--- config.mk ---
export PLATFORM = sky130hd
export DESIGN_NAME = alu_sweep_bist
export DESIGN_NICKNAME = d
export VERILOG_FILES = /design/src/rtl/alu_sweep_bist.sv
export SDC_FILE = /design/constraint.sdc
export NUM_CORES = 1
export LEC_CHECK = 0
export ABC_AREA = 1
export BUFFER_PORTS_ARGS = -buffer_cell sky130_fd_sc_hd__buf_4
export CAP_MARGIN = 15
export CORE_UTILIZATION = 51
export DETAILED_ROUTE_END_ITERATION = 7
export PLACE_DENSITY_LB_ADDON = 0.15
export SYNTH_ARGS = -nofsm -noshare
export SYNTH_HDL_FRONTEND = slang
export SYNTH_SLANG_ARGS = --single-unit
--- constraint.sdc ---
create_clock -name clk -period 2.75 [get_ports clk]
set_input_delay 0.4125 -clock clk [delete_from_list [all_inputs] [get_ports clk]]
set_output_delay 0.4125 -clock clk [all_outputs]
set_load 0.1 [all_outputs]
--- src/rtl/alu_sweep_bist.sv ---
// alu_sweep_bist: stimulus/capture engine that sits beside an N-bit ALU.
// Holds one operand pair on the ALU inputs and steps the opcode from 0 to 15.
// Each opcode is held for SETTLE cycles before Y/status are sampled. The
// sampled result is offered on a valid/ready stream and folded into a 16-bit
// MISR signature.
//
// Optional feature (macro SWEEP_OPERAND_INC_EN): adds an 8-bit 'passes' input.
// Several sweeps are run back to back. Between sweeps A is incremented and B
// is decremented.
//
// Ports:
//   clk, rst            clock (rising edge), synchronous active-high reset
//   start               begin a sweep (only honoured in IDLE)
//   a_seed, b_seed      operand pair for the sweep
//   passes              number of sweeps, 0 treated as 1 (optional feature only)
//   busy, done          busy in WAIT/EMIT; done is a one-cycle pulse at the end
//   alu_a/b/opcode      drive the ALU inputs
//   alu_y, alu_status   ALU outputs
//   res_valid/ready     result stream handshake
//   res_a/b/opcode/y/status  captured result fields
//   signature           MISR over {status, y} of every captured result
module alu_sweep_bist #(
  parameter int N      = 8,
  parameter int SETTLE = 2
) (
  input  logic         clk,
  input  logic         rst,
  input  logic         start,
  input  logic [N-1:0] a_seed,
  input  logic [N-1:0] b_seed,
`ifdef SWEEP_OPERAND_INC_EN
  input  logic [7:0]   passes,
`endif
  output logic         busy,
  output logic         done,
  output logic [N-1:0] alu_a,
  output logic [N-1:0] alu_b,
  output logic [3:0]   alu_opcode,
  input  logic [N-1:0] alu_y,
  input  logic [4:0]   alu_status,
  output logic         res_valid,
  input  logic         res_ready,
  output logic [N-1:0] res_a,
  output logic [N-1:0] res_b,
  output logic [3:0]   res_opcode,
  output logic [N-1:0] res_y,
  output logic [4:0]   res_status,
  output logic [15:0]  signature
);

  localparam int SETTLE_EFF = (SETTLE < 1) ? 1 : SETTLE;
  localparam int CNT_W      = $clog2(SETTLE_EFF + 1);
  localparam logic [CNT_W-1:0] CNT_RELOAD = CNT_W'(SETTLE_EFF);

  localparam logic [1:0] S_IDLE = 2'd0;
  localparam logic [1:0] S_WAIT = 2'd1;
  localparam logic [1:0] S_EMIT = 2'd2;
  localparam logic [1:0] S_DONE = 2'd3;

  logic [1:0]       state;
  logic [CNT_W-1:0] cnt;

`ifdef SWEEP_OPERAND_INC_EN
  logic [7:0] passes_q;
  logic [7:0] pass_cnt;
`endif

  // Shift left with feedback taps 15/14/12/3, then fold in the data word.
  function automatic logic [15:0] misr_next(input logic [15:0] s, input logic [15:0] d);
    logic fb;
    fb = s[15] ^ s[14] ^ s[12] ^ s[3];
    return {s[14:0], fb} ^ d;
  endfunction

  // {status, y} zero-extended or truncated to the 16-bit MISR width.
  function automatic logic [15:0] misr_data(input logic [4:0] st, input logic [N-1:0] y);
    return 16'({st, y});
  endfunction

  assign busy = (state == S_WAIT) || (state == S_EMIT);
  assign done = (state == S_DONE);

  always_ff @(posedge clk) begin
    if (rst) begin
      state      <= S_IDLE;
      cnt        <= '0;
      alu_a      <= '0;
      alu_b      <= '0;
      alu_opcode <= '0;
      res_valid  <= 1'b0;
      res_a      <= '0;
      res_b      <= '0;
      res_opcode <= '0;
      res_y      <= '0;
      res_status <= '0;
      signature  <= 16'h0000;
`ifdef SWEEP_OPERAND_INC_EN
      passes_q   <= 8'd0;
      pass_cnt   <= 8'd0;
`endif
    end else begin
      case (state)
        S_IDLE: begin
          if (start) begin
            alu_a      <= a_seed;
            alu_b      <= b_seed;
            alu_opcode <= 4'd0;
            signature  <= 16'hFFFF;
            cnt        <= CNT_RELOAD;
            state      <= S_WAIT;
`ifdef SWEEP_OPERAND_INC_EN
            passes_q   <= (passes == 8'd0) ? 8'd1 : passes;
            pass_cnt   <= 8'd0;
`endif
          end
        end
        S_WAIT: begin
          // cnt is never 0 here, so anything other than 1 keeps counting.
          if (cnt != CNT_W'(1)) begin
            cnt <= cnt - CNT_W'(1);
          end else begin
            res_a      <= alu_a;
            res_b      <= alu_b;
            res_opcode <= alu_opcode;
            res_y      <= alu_y;
            res_status <= alu_status;
            res_valid  <= 1'b1;
            signature  <= misr_next(signature, misr_data(alu_status, alu_y));
            state      <= S_EMIT;
          end
        end
        S_EMIT: begin
          // Without ready everything holds, so the offered result stays stable.
          if (res_ready) begin
            res_valid <= 1'b0;
            if (alu_opcode == 4'hF) begin
`ifdef SWEEP_OPERAND_INC_EN
              if (pass_cnt + 8'd1 < passes_q) begin
                pass_cnt   <= pass_cnt + 8'd1;
                alu_a      <= alu_a + N'(1);
                alu_b      <= alu_b - N'(1);
                alu_opcode <= 4'd0;
                cnt        <= CNT_RELOAD;
                state      <= S_WAIT;
              end else begin
                state <= S_DONE;
              end
`else
              state <= S_DONE;
`endif
            end else begin
              alu_opcode <= alu_opcode + 4'd1;
              cnt        <= CNT_RELOAD;
              state      <= S_WAIT;
            end
          end
        end
        default: begin
          // DONE lasts exactly one cycle; start is ignored here.
          state <= S_IDLE;
        end
      endcase
    end
  end

endmodule

**After elaboration in Yosys (flattened, before gate mapping)**

Index checks and enable logic that the tools add are counted.

- Word-level logic and storage cells: 62
- Bits of input ports: 33
- Register bits: 74
- Output and inout port bits: 72

- Add/sub/neg operators: 2
- Bitwise gates (word level): 5
- Reduce and logical (&&, ||, !) cells: 13
- Muxes and demuxes: 20
- Equality and inequality tests: 10

Operators by type and width:

| kind | number |
|---|---|
| $mux W16 | 2 |
| $pmux W16 S2 | 1 |
| $mux W2 | 8 |
| $xor A16 B13 Y16 | 1 |
| $mux W4 | 3 |
| $pmux W2 S3 | 2 |
| $reduce_and A3 Y1 | 3 |
| $ne A2 B2 Y1 const B | 4 |
| $pmux W4 S2 | 1 |
| $reduce_bool A2 Y1 | 3 |
| $reduce_and A5 Y1 | 1 |
| $add A4 B1 Y4 const B | 1 |
| $eq A2 B2 Y1 const B | 2 |
| $eq A4 B4 Y1 const B | 1 |
| $ne A2 B1 Y1 const B | 2 |
| $reduce_and A2 Y1 | 2 |
| $reduce_and A4 Y1 | 1 |
| $reduce_bool A3 Y1 | 1 |
| $xor A1 B1 Y1 | 3 |
| $eq A2 B1 Y1 const B | 1 |
| $logic_not A2 Y1 | 1 |
| $mux W1 | 2 |
| $pmux W1 S2 | 1 |
| $sub A2 B1 Y2 const B | 1 |
| other kinds (2) | 2 |

**Longest topological paths before layout**

Gate-level depths: netlist of run 1.

- Word-level depth: 6
- Mapped depth: 10
- Mapped depth without buffers: 9

**Worst setup path before layout of run 1**

No wires, ideal clock.

- Path type: reg-to-reg
- Start point: reg alu_opcode[1]
- End point: reg alu_opcode[3]
- Setup slack: 0.749 ns
- Setup time: 0.070 ns
- Arrival time: 1.931 ns
- Cell stages (with the launch flop): 8
- Period minus slack after synthesis: 2.001 ns
- Path buffers: 0
- Required time: 2.680 ns
- Cell sequence: dfxtp_1 > ha_1 > nand2_1 > inv_1 > nand3_1 > nand3_1 > nand2_1 > a21oi_1

- Longest elaborated chain between the ends: 4
- Elaborated cells on any way between the ends: 7
- Those cells by class: 1 x add/sub; 2 x eq/ne; 3 x mux; 1 x reduce/logical

RTL lines:

| item | line | RTL |
|---|---|---|
| start, declared | 38 | `output logic [3:0] alu_opcode,` |
| start signal, assigned | 152 | `alu_opcode <= alu_opcode + 4'd1;` |
| $add A4 B1 Y4 | 152 |  |
| $mux W4 | 136 | `if (alu_opcode == 4'hF) begin` |
| $mux W4 | 134 | `if (res_ready) begin` |
| $pmux W4 S2 | 102 | `case (state)` |

Several ways; a longest one is shown, not always the timed one. The select of a mux whose other input is x is not followed.
A chain may end at the register's enable or synchronous reset.

**Final worst setup path of run 1**

- Start point: reg state[1]
- End point: reg signature[0]

- Longest elaborated chain between the ends: 3
- Elaborated cells on any way between the ends: 7
- Those cells by class: 3 x eq/ne; 1 x mux; 3 x reduce/logical

RTL lines:

| item | line | RTL |
|---|---|---|
| start, declared | 60 | `logic [1:0] state;` |
| start signal, assigned | 85 | `state <= S_IDLE;` |
| start signal, assigned | 110 | `state <= S_WAIT;` |
| start signal, assigned | 129 | `state <= S_EMIT;` |
| $eq A2 B1 Y1 or $logic_not A2 Y1 (tied branches) | 102 |  |
| $ne A2 B2 Y1 (no line) or $reduce_bool A2 Y1 (tied branches) | -- |  |
| $reduce_and A3 Y1 (no line) | -- |  |
| end signal, assigned | 128 | `signature <= misr_next(signature, misr_data(alu_status, alu_y));` |
| end, declared | 48 | `output logic [15:0] signature` |

Several ways; a longest one is shown, not always the timed one.

==> results.py, run 1 <==
metrics = {
    "synthesis": {
        "postSynthAreaPerCell_um2": 7.83,
        "ys_ff_latch": 74,
        "yosysTopAreaCell": "dfxtp_1",
        "ys.flop_type": "dfxtp_1",
        "yosysUniqueCellTypes": 31,
        "synth_top_area_share_pct": 47.9,
        "syn_nets": 436,
        "syn_inst": 395,
        "synth_edf_count": 0,
        "ys_top_cells_by_count": "nor2_1 (103), dfxtp_1 (74), o21ai_0 (52)",
        "synth_area_leaders": "dfxtp_1 (48%), nor2_1 (13%), o21ai_0 (8.4%), nand2_1 (4.4%), a21oi_1 (3.2%)",
        "yosys_warnings": 0,
        "async_flop_share_pct": 0,
        "ys_seq_area_share_pct": 47.9,
        "syn-cell-area_um2": 3090,
        "synth.most_common_cell": "nor2_1",
    },
    "worst_setup_path": {
        "crit_top_cell": "nand2_1",
        "path_max_fanout": 27,
        "cp.required_ps": 3000,
        "worst_path_max_delay_cell": "dfxtp_1",
        "crit_chain": "inv_1 -> ha_1 -> nand2_1 -> inv_2 -> nand2_1 -> inv_2 -> nand3_1 -> nand2_1 -> inv_1",
        "r2r_slack_ps": 810,
        "cp-startpoint": "state[1]",
        "start_kind": "flip-flop",
        "end_kind": "flip-flop",
        "cp_slowest_stage_delay_ps": 370,
        "r2r-start": "state[1]",
        "crit_type": "flip-flop to flip-flop",
        "crit_arrival_ps": 2190,
    },
    "timing": {
        "drv_slew": 0,
        "slew_headroom_pct": 52.0,
        "setup_tns_ps": 0,
        "hold_violations": 0,
        "skew_ps": 10.6,
        "post-route-period-util_pct": 70.7,
        "tightest_slew_ps": 718,
        "hold_slack_ps": 298,
        "finalSetupViolCount": 0,
        "min_period_ps": 1940,
        "max_clock_freq_ghz": 0.515,
        "rsz0062_at_grt": "false",
    },
    "clock_tree": {
        "clk_pin_slew_worst_paths_ps": 70,
        "ctsResizeCount": 0,
        "clock_latency_ps": 350,
        "max-clock-path-buffers": 2,
        "cts-root-buf": "clkbuf_8",
        "cts_made_buffers": 9,
        "hold_buffers": 0,
        "clock_sinks": 74,
        "cts-htree-levels": 3,
        "cts_setup_buffers": 0,
        "cts_tree": "built",
    },
    "finish": {
        "drive_gt1_share_pct": 30.5,
        "antenna_cells": 0,
        "syn2layout_area_growth_pct": 31.7,
        "nFillCells": 464,
        "nNetsFinal": 537,
        "final_util_pct": 71.8,
        "fin_cells": 571,
    },
    "global_routing": {
        "grt_max_degree": 54,
        "antenna_found_initial": 0,
        "grt_first_pass_wirelength_mm": 11.8,
        "gr-total-overflow": 0,
        "grt_pass1_vias": 2657,
        "grt.total_usage_pct": 24.2,
    },
    "route": {
        "vias_per_cell": 4.94,
        "drt_first_pass_iters": 6,
        "antenna_left": 0,
        "drt_first_iter_violations": 94,
        "routed_wl_mm": 7.22,
        "avgRoutedWirePerCell_um": 12.6,
        "drcViolationCount": 0,
        "num_vias": 2819,
    },
    "run": {
        "cap_violations": 0,
    },
    "floorplan": {
        "die_h_um": 79.9,
        "die_x_um": 79.9,
        "rows": 27,
        "ioPinCount": 105,
        "die_area_um2": 6380,
        "initial_utilization_pct": 54.5,
        "coreArea_um2": 5680,
    },
    "placed_design": {
        "hpwl_mm": 5.17,
        "place_congestion": 0.827,
        "port_buffers": 104,
        "place_inst": 557,
    },
    "min_path": {
        "hp-start": "rst",
        "hp-class": "primary input to flip-flop",
    },
    "run_status": {
        "status": "completed",
    },
}
-- layout by cell type, fill, tap and decap left out, types with 9 or more instances in the layout --
cell      synthesis  routed
dfxtp_1          74      74
nand2_1          36      36
a21oi_1          20      20
clkbuf_8          0      11
o21ai_2          11      11
o21ai_0          52      52
inv_1            26      25
nand3_1           9       9
buf_4             2     107
nor2_1          103     103
-- through the flow --
step                      instance area, µm²  setup WS (ps)
after global routing                    4070            600
final                                   4070            807
after global placement                  3880            907
after CTS                               4070            788
after floorplan                         3090            749
after detailed placement                3880            808
-- worst max-delay path, delay by kind of cell (launching register included) --
family	cells	cell delay (ps)
buf+inv	4	770
simple gates	4	540
flops	1	370
fa+ha+maj	1	160
-- worst paths after layout --
path | endpoint | cells past startpoint
worst max-delay path | signature[0] | 9
worst min-delay path | state[0] | 2
worst max register to register | signature[0] | 9
worst min register to register | res_a[7] | 2
-- area by class of cell --
| class | instances | area [µm²] | area share (%) |
|---|---|---|---|
| multi-input cells | 275 | 1400 | 34.3 |
| repair buffers | 107 | 803 | 19.7 |
| flip-flops and latches | 74 | 1480 | 36.4 |
| inverters | 29 | 111 | 2.73 |
| clock inverters | 3 | 40.0 | 0.983 |
| well taps | 72 | 90.1 | 2.21 |
| clock buffers | 11 | 151 | 3.72 |
-- flip-flops by register name (all words and copies together), names as in the netlist --
register and cells:
signature 16, res_valid 1, res_status 5, state 2, res_y 8, cnt 2
alu_a 8, alu_opcode 4, alu_b 8, res_a 8, res_opcode 4, res_b 8
-- cell families after synthesis --
| kind of cell | synth area share, % |
|---|---|
| and+or+nand+nor | 20.8 |
| AOI/OAI and AO/OA | 18.2 |
| DFF | 47.9 |
| buffers and inverters | 7.00 |
| xor gates and xnor gates | 2.83 |
| adders and majority gates | 3.24 |
-- layer usage --
layer	vias to the layer above	global-route usage, %	wire length (µm)
li1	1470	-	-
met1	1245	29.5	3190
met2	87	38.9	3370
met3	17	5.37	438
met4	0	14.8	218
met5	-	0	0
Power of run 1 is left out: the tool's default activity adds up to more than one toggle a clock period on the data nets, which glitch-free logic cannot reach.
==> inputs of run 2 (changes only) <==
--- a/config.mk
+++ b/config.mk
@@ -5,10 +5,10 @@
 export SDC_FILE = /design/constraint.sdc
 export NUM_CORES = 1
 export LEC_CHECK = 0
-export ABC_AREA = 1
+export ABC_AREA = 0
 export BUFFER_PORTS_ARGS = -buffer_cell sky130_fd_sc_hd__buf_4
 export CAP_MARGIN = 15
-export CORE_UTILIZATION = 51
+export CORE_UTILIZATION = 49
 export DETAILED_ROUTE_END_ITERATION = 7
 export PLACE_DENSITY_LB_ADDON = 0.15
 export SYNTH_ARGS = -nofsm -noshare
==> constraint.sdc (replaced) <==
create_clock -name clk -period 1.89 [get_ports clk]
set_input_delay 0.2835 -clock clk [delete_from_list [all_inputs] [get_ports clk]]
set_output_delay 0.2835 -clock clk [all_outputs]
set_load 0.1 [all_outputs]
==> run 2 against run 1 <==
Compared with the run above: clock skew down 1.5 ps; area after synthesis down 3.1%; core utilization is 2.5 points lower; highest routed layer unchanged.
==> results.py, run 2 <==
metrics = {
    "run_status": {
        "status": "completed",
    },
    "placed_design": {
        "placed_cell_area_um2": 3890,
        "port_buffers": 104,
        "place_congestion": 0.793,
        "hpwl_mm": 4.87,
        "place_inst": 529,
    },
    "synthesis": {
        "synth.most_common_cell": "nand2_1",
        "postSynthAreaPerCell_um2": 8.26,
        "yosysUniqueCellTypes": 36,
        "synth_edf_count": 0,
        "yosysTopAreaCell": "dfxtp_1",
        "syn-cell-area_um2": 3000,
        "synth_top_area_share_pct": 49.4,
        "ys.flop_type": "dfxtp_1",
        "synth_area_leaders": "dfxtp_1 (49%), nand2_1 (13%), a21oi_1 (9.5%), xnor2_1 (4.1%), nor2_1 (3.5%)",
        "syn_inst": 363,
        "ys_seq_area_share_pct": 49.4,
        "ys_top_cells_by_count": "nand2_1 (107), dfxtp_1 (74), a21oi_1 (57)",
        "ys_ff_latch": 74,
        "yosys_warnings": 0,
        "syn_nets": 404,
        "async_flop_share_pct": 0,
    },
    "timing": {
        "drv_slew": 0,
        "max_clock_freq_ghz": 0.595,
        "tightest_slew_ps": 510,
        "rsz0062_at_grt": "false",
        "min_period_ps": 1680,
        "slew_headroom_pct": 66.0,
        "setup_tns_ps": 0,
        "hold_violations": 0,
        "finalSetupViolCount": 0,
        "post-route-period-util_pct": 89.0,
        "skew_ps": 9.12,
    },
    "clock_tree": {
        "cts_setup_buffers": 0,
        "max-clock-path-buffers": 2,
        "cts_tree": "built",
        "cts_made_buffers": 9,
        "cts-root-buf": "clkbuf_8",
        "ctsResizeCount": 0,
        "clock_latency_ps": 340,
        "clk_pin_slew_worst_paths_ps": 80,
        "clock_sinks": 74,
        "hold_buffers": 0,
        "cts-htree-levels": 3,
    },
    "route": {
        "wl_met3_um": 304,
        "vias_per_cell": 5.06,
        "dr_wl_met2_mm": 3.58,
        "drcViolationCount": 0,
        "num_vias": 2759,
        "antenna_left": 0,
        "drt_first_iter_violations": 145,
        "drt_first_pass_iters": 4,
        "avgRoutedWirePerCell_um": 13.2,
        "top_layer": "met4",
        "wl_met1_mm": 3.26,
        "routed_wl_mm": 7.20,
    },
    "finish": {
        "final_area_um2": 4100,
        "regMostFlops": "signature",
        "largest_reg_flops": 16,
        "nNetsFinal": 506,
        "final_util_pct": 69.3,
        "mostFrequentLayoutCell": "buf_4",
        "syn2layout_area_growth_pct": 36.9,
        "multi_input_area_um2": 1410,
        "regArea_um2": 1490,
        "antenna_cells": 0,
        "drive_gt1_share_pct": 30.2,
        "nFillCells": 493,
        "fin_cells": 545,
        "layout_common_cells": "buf_4 (109), nand2_1 (107), dfxtp_1 (71)",
    },
    "pwr": {
        "sw_frac_of_total_pct": 51.1,
        "leakagePower_uw": 0.00170,
        "p_seq_share_pct": 29.5,
        "p_sw_uw": 3620,
        "power_uw": 7090,
        "power.clock.fraction_pct": 17.8,
        "cellPowerDensity_nw_per_um2": 1730,
        "power_frac_comb_pct": 52.7,
        "intPower_uw": 3460,
        "irDropWorstVdd_v": 0.00176,
    },
    "floorplan": {
        "rows": 28,
        "ioPinCount": 105,
        "initial_utilization_pct": 50.6,
        "die_h_um": 80.2,
        "coreArea_um2": 5920,
        "die_area_um2": 6430,
        "die_x_um": 80.2,
    },
    "worst_setup_path": {
        "crit_arrival_ps": 1950,
        "start_kind": "flip-flop",
        "cp.required_ps": 2160,
        "end_kind": "flip-flop",
        "path_max_fanout": 8,
        "crit_type": "flip-flop to flip-flop",
    },
    "global_routing": {
        "grt_first_pass_wirelength_mm": 11.4,
        "grt.total_usage_pct": 22.8,
        "grt_max_degree": 44,
        "grt_pass1_vias": 2530,
        "gr-total-overflow": 0,
        "antenna_found_initial": 0,
    },
    "run": {
        "cap_violations": 0,
    },
    "min_path": {
        "hp-class": "primary input to flip-flop",
    },
}
## run 2: changes by cell type in the layout (fill, tap and decap cells not counted), sizes merged, moves of 3 or more
cell    delta
inv       -25
a21oi     +29
buf        +6
nor2b      +3
nor3       +5
o21ai     -68
nand3      -7
xnor2      +6
nand2     +68
a211oi    +13
nor2      -78
## run 2: through the flow
| step | worst slack, ps | hold WS [ps] |
|---|---|---|
| floorplan | 5.93 | 420 |
| global placement | 128 | 442 |
| detailed placement | 78.6 | 448 |
| CTS | 68.9 | 179 |
| global route | 54.0 | 163 |
| finish | 208 | 187 |
## run 2: layer usage
| layer | up-vias | track usage, % |
|---|---|---|
| li1 | 1407 | - |
| met1 | 1278 | 27.5 |
| met2 | 68 | 39.8 |
| met3 | 6 | 5.11 |
| met4 | 0 | 7.50 |
| met5 | - | 0 |
## run 2: final timing paths
check / depth (start not counted) / to / slack, ps / from
max: 6 / cnt[0] / 210 / state[1]
min: 3 / alu_b[0] / 190 / b_seed[0]
max reg2reg: 6 / cnt[0] / 210 / state[1]
min reg2reg: 2 / res_b[7] / 460 / res_b[7]
## run 2: cell families (layout without fill, tap and decap cells)
logic type | Yosys count | count (layout) | synth area share (%)
xor gates and xnor gates | 15 | 15 | 4.38
buffers and inverters | 25 | 132 | 3.72
DFF | 74 | 74 | 49.4
and+or+nand+nor | 164 | 164 | 23.5
muxes | 1 | 1 | 0.334
AOI/OAI and AO/OA | 76 | 76 | 15.3
adders and majority gates | 8 | 8 | 3.34
## run 2: power by group through the flow
stage / sequential, µW / combinational, µW / clock [µW]
global placement: 2120 / 3680 / 0
CTS: 2090 / 3750 / 1280
floorplan: 3810 / 1260 / 0
finish: 2090 / 3730 / 1260
global route: 2130 / 3920 / 1370
detailed placement: 2130 / 3740 / 0
## run 2: cell type report
class	count	share of cell area, %
repair buffers	113	21.9
flip-flops and latches	74	36.2
inverters	3	0.275
well taps	75	2.29
clock buffers	11	3.45
clock inverters	5	1.53
multi-input cells	264	34.4
## run 2: worst max-delay path, stage by stage (launching register included)
cell,delay (ps)
dfxtp_2,370
inv_1,80
ha_1,260
or2b_2,220
nand4_1,150
or3b_1,400
a21oi_1,120
Note: power is estimated with default switching activity, not from simulation.
==> inputs of run 3 (changes only) <==
--- a/config.mk
+++ b/config.mk
@@ -8,6 +8,7 @@
 export ABC_AREA = 0
 export BUFFER_PORTS_ARGS = -buffer_cell sky130_fd_sc_hd__buf_4
 export CAP_MARGIN = 15
+export CORE_ASPECT_RATIO = 1.5
 export CORE_UTILIZATION = 49
 export DETAILED_ROUTE_END_ITERATION = 7
 export PLACE_DENSITY_LB_ADDON = 0.15
==> run 3 against run 2 <==
Compared with the run above: via count grew 1.6%; power shrank 1.2%; combinational power is essentially flat; critical path depth is the same; global-route usage grew 1.8 points; wire length grew 4.5%; setup slack lost 7.5 ps.
==> results.py, run 3 (same netlist as run 2, synthesis figures left out) <==
metrics = {
    "finish": {
        "mostFrequentLayoutCell": "buf_4",
        "final_util_pct": 70.0,
        "largest_reg_flops": 16,
        "final_area_um2": 4080,
        "layout_common_cells": "buf_4 (110), nand2_1 (107), dfxtp_1 (71)",
        "nNetsFinal": 507,
        "regMostFlops": "signature",
        "antenna_cells": 0,
        "syn2layout_area_growth_pct": 36.2,
        "fin_cells": 541,
        "drive_gt1_share_pct": 30.3,
    },
    "placed_design": {
        "place_inst": 527,
        "port_buffers": 104,
        "placed_cell_area_um2": 3890,
        "hpwl_mm": 5.34,
        "place_congestion": 0.745,
    },
    "worst_setup_path": {
        "worst_path_max_delay_cell": "or3b_1",
        "cp-startpoint": "state[1]",
        "crit_chain": "inv_1 -> ha_1 -> or2b_2 -> nand4_1 -> or3b_1 -> a21oi_1",
        "start_kind": "flip-flop",
        "path_max_fanout": 8,
        "cp_slowest_stage_delay_ps": 400,
        "end_kind": "flip-flop",
        "crit_type": "flip-flop to flip-flop",
        "cp.required_ps": 2170,
        "crit_arrival_ps": 1970,
        "r2r-start": "state[1]",
    },
    "global_routing": {
        "grt_max_degree": 44,
        "gr-total-overflow": 0,
        "grt_first_pass_wirelength_mm": 12.1,
        "grt.total_usage_pct": 24.6,
        "grt_pass1_vias": 2711,
        "antenna_found_initial": 0,
    },
    "clock_tree": {
        "hold_buffers": 0,
        "cts-htree-levels": 3,
        "cts_tree": "built",
        "clk_pin_slew_worst_paths_ps": 80,
        "clock_latency_ps": 350,
        "cts_setup_buffers": 0,
        "clock_sinks": 74,
        "max-clock-path-buffers": 2,
        "cts_made_buffers": 9,
        "cts-root-buf": "clkbuf_8",
    },
    "pwr": {
        "power.clock.fraction_pct": 16.6,
        "irDropWorstVdd_v": 0.000898,
        "sw_frac_of_total_pct": 51.4,
        "p_seq_share_pct": 30.1,
        "power_frac_comb_pct": 53.4,
        "intPower_uw": 3400,
        "leakagePower_uw": 0.00170,
        "p_sw_uw": 3600,
        "cellPowerDensity_nw_per_um2": 1720,
    },
    "run": {
        "cap_violations": 0,
    },
    "timing": {
        "skew_ps": 11.1,
        "finalSetupViolCount": 0,
        "min_period_ps": 1690,
        "slew_headroom_pct": 75.6,
        "post-route-period-util_pct": 89.4,
        "tightest_slew_ps": 366,
        "max_clock_freq_ghz": 0.592,
        "rsz0062_at_grt": "false",
        "setup_tns_ps": 0,
        "drv_slew": 0,
        "hold_violations": 0,
        "hold_slack_ps": 183,
    },
    "route": {
        "avgRoutedWirePerCell_um": 13.9,
        "num_vias": 2802,
        "drcViolationCount": 0,
        "vias_per_cell": 5.18,
        "routed_wl_mm": 7.53,
        "antenna_left": 0,
        "drt_first_iter_violations": 129,
        "drt_first_pass_iters": 4,
    },
    "floorplan": {
        "coreArea_um2": 5830,
        "die_area_um2": 6440,
        "initial_utilization_pct": 51.4,
        "die_x_um": 65.9,
        "ioPinCount": 105,
        "die_h_um": 97.8,
        "rows": 34,
    },
    "min_path": {
        "hp-start": "b_seed[1]",
        "hp-class": "primary input to flip-flop",
    },
    "run_status": {
        "status": "completed",
    },
}
==> run 3: cell count changes in the layout (fill, tap and decap cells not counted) <==
cell        delta
buf_4          +1
clkinvlp_4     -1
clkbuf_1       -1
clkinv_4       -1
clkbuf_8       -1
clkinv_2       +2
==> run 3: final timing paths <==
check	depth (start not counted)	slack (ps)	to
hold / removal	3	180	alu_b[1]
setup / recovery	6	200	cnt[0]
setup reg to reg	6	200	cnt[0]
hold reg to reg	2	460	res_opcode[1]
==> run 3: repair_timing <==
item | CTS | global route
gates resized for setup | 0 | 2
endpoints found under the setup margin | 0 | 9
hold endpoints to repair | 0 | 0
==> run 3: layer usage <==
| layer | share of wire, % | GRT usage [%] |
|---|---|---|
| met5 | 0 | 0 |
| met4 | 1.0 | 8.36 |
| met3 | 6.0 | 7.24 |
| met2 | 53 | 43.6 |
| met1 | 40 | 27.0 |
==> run 3: layout make-up <==
cell class | count | area, µm²
Fill cell | 479 | 1750
Sequential cell | 74 | 1490
Multi-Input combinational cell | 264 | 1410
Timing Repair Buffer | 114 | 906
Clock buffer | 9 | 124
Tap cell | 72 | 90.1
Clock inverter | 5 | 56.3
Inverter | 3 | 11.3
==> run 3: power groups by stage <==
stage | registers, µW | clock network (µW) | logic [µW]
after global routing | 2140 | 1270 | 3940
after global placement | 2120 | 0 | 3680
after CTS | 2100 | 1190 | 3750
final | 2110 | 1160 | 3740
after detailed placement | 2130 | 0 | 3740
after floorplan | 3810 | 0 | 1260
==> run 3: worst max-delay path, delay by kind of cell (launching register included) <==
family | cells | cell delay (ps)
AND/OR/NAND/NOR | 3 | 770
flip-flops | 1 | 390
adder cells (fa/ha/maj) | 1 | 270
AO/OA/AOI/OAI | 1 | 120
buffers and inverters | 1 | 90
==> run 3: through the flow <==
stage | setup slack [ps] | total power [µW]
floorplan | 5.93 | 5070
global placement | 176 | 5800
detailed placement | 62.3 | 5870
CTS | 22.9 | 7040
global route | 46.6 | 7340
finish | 201 | 7000
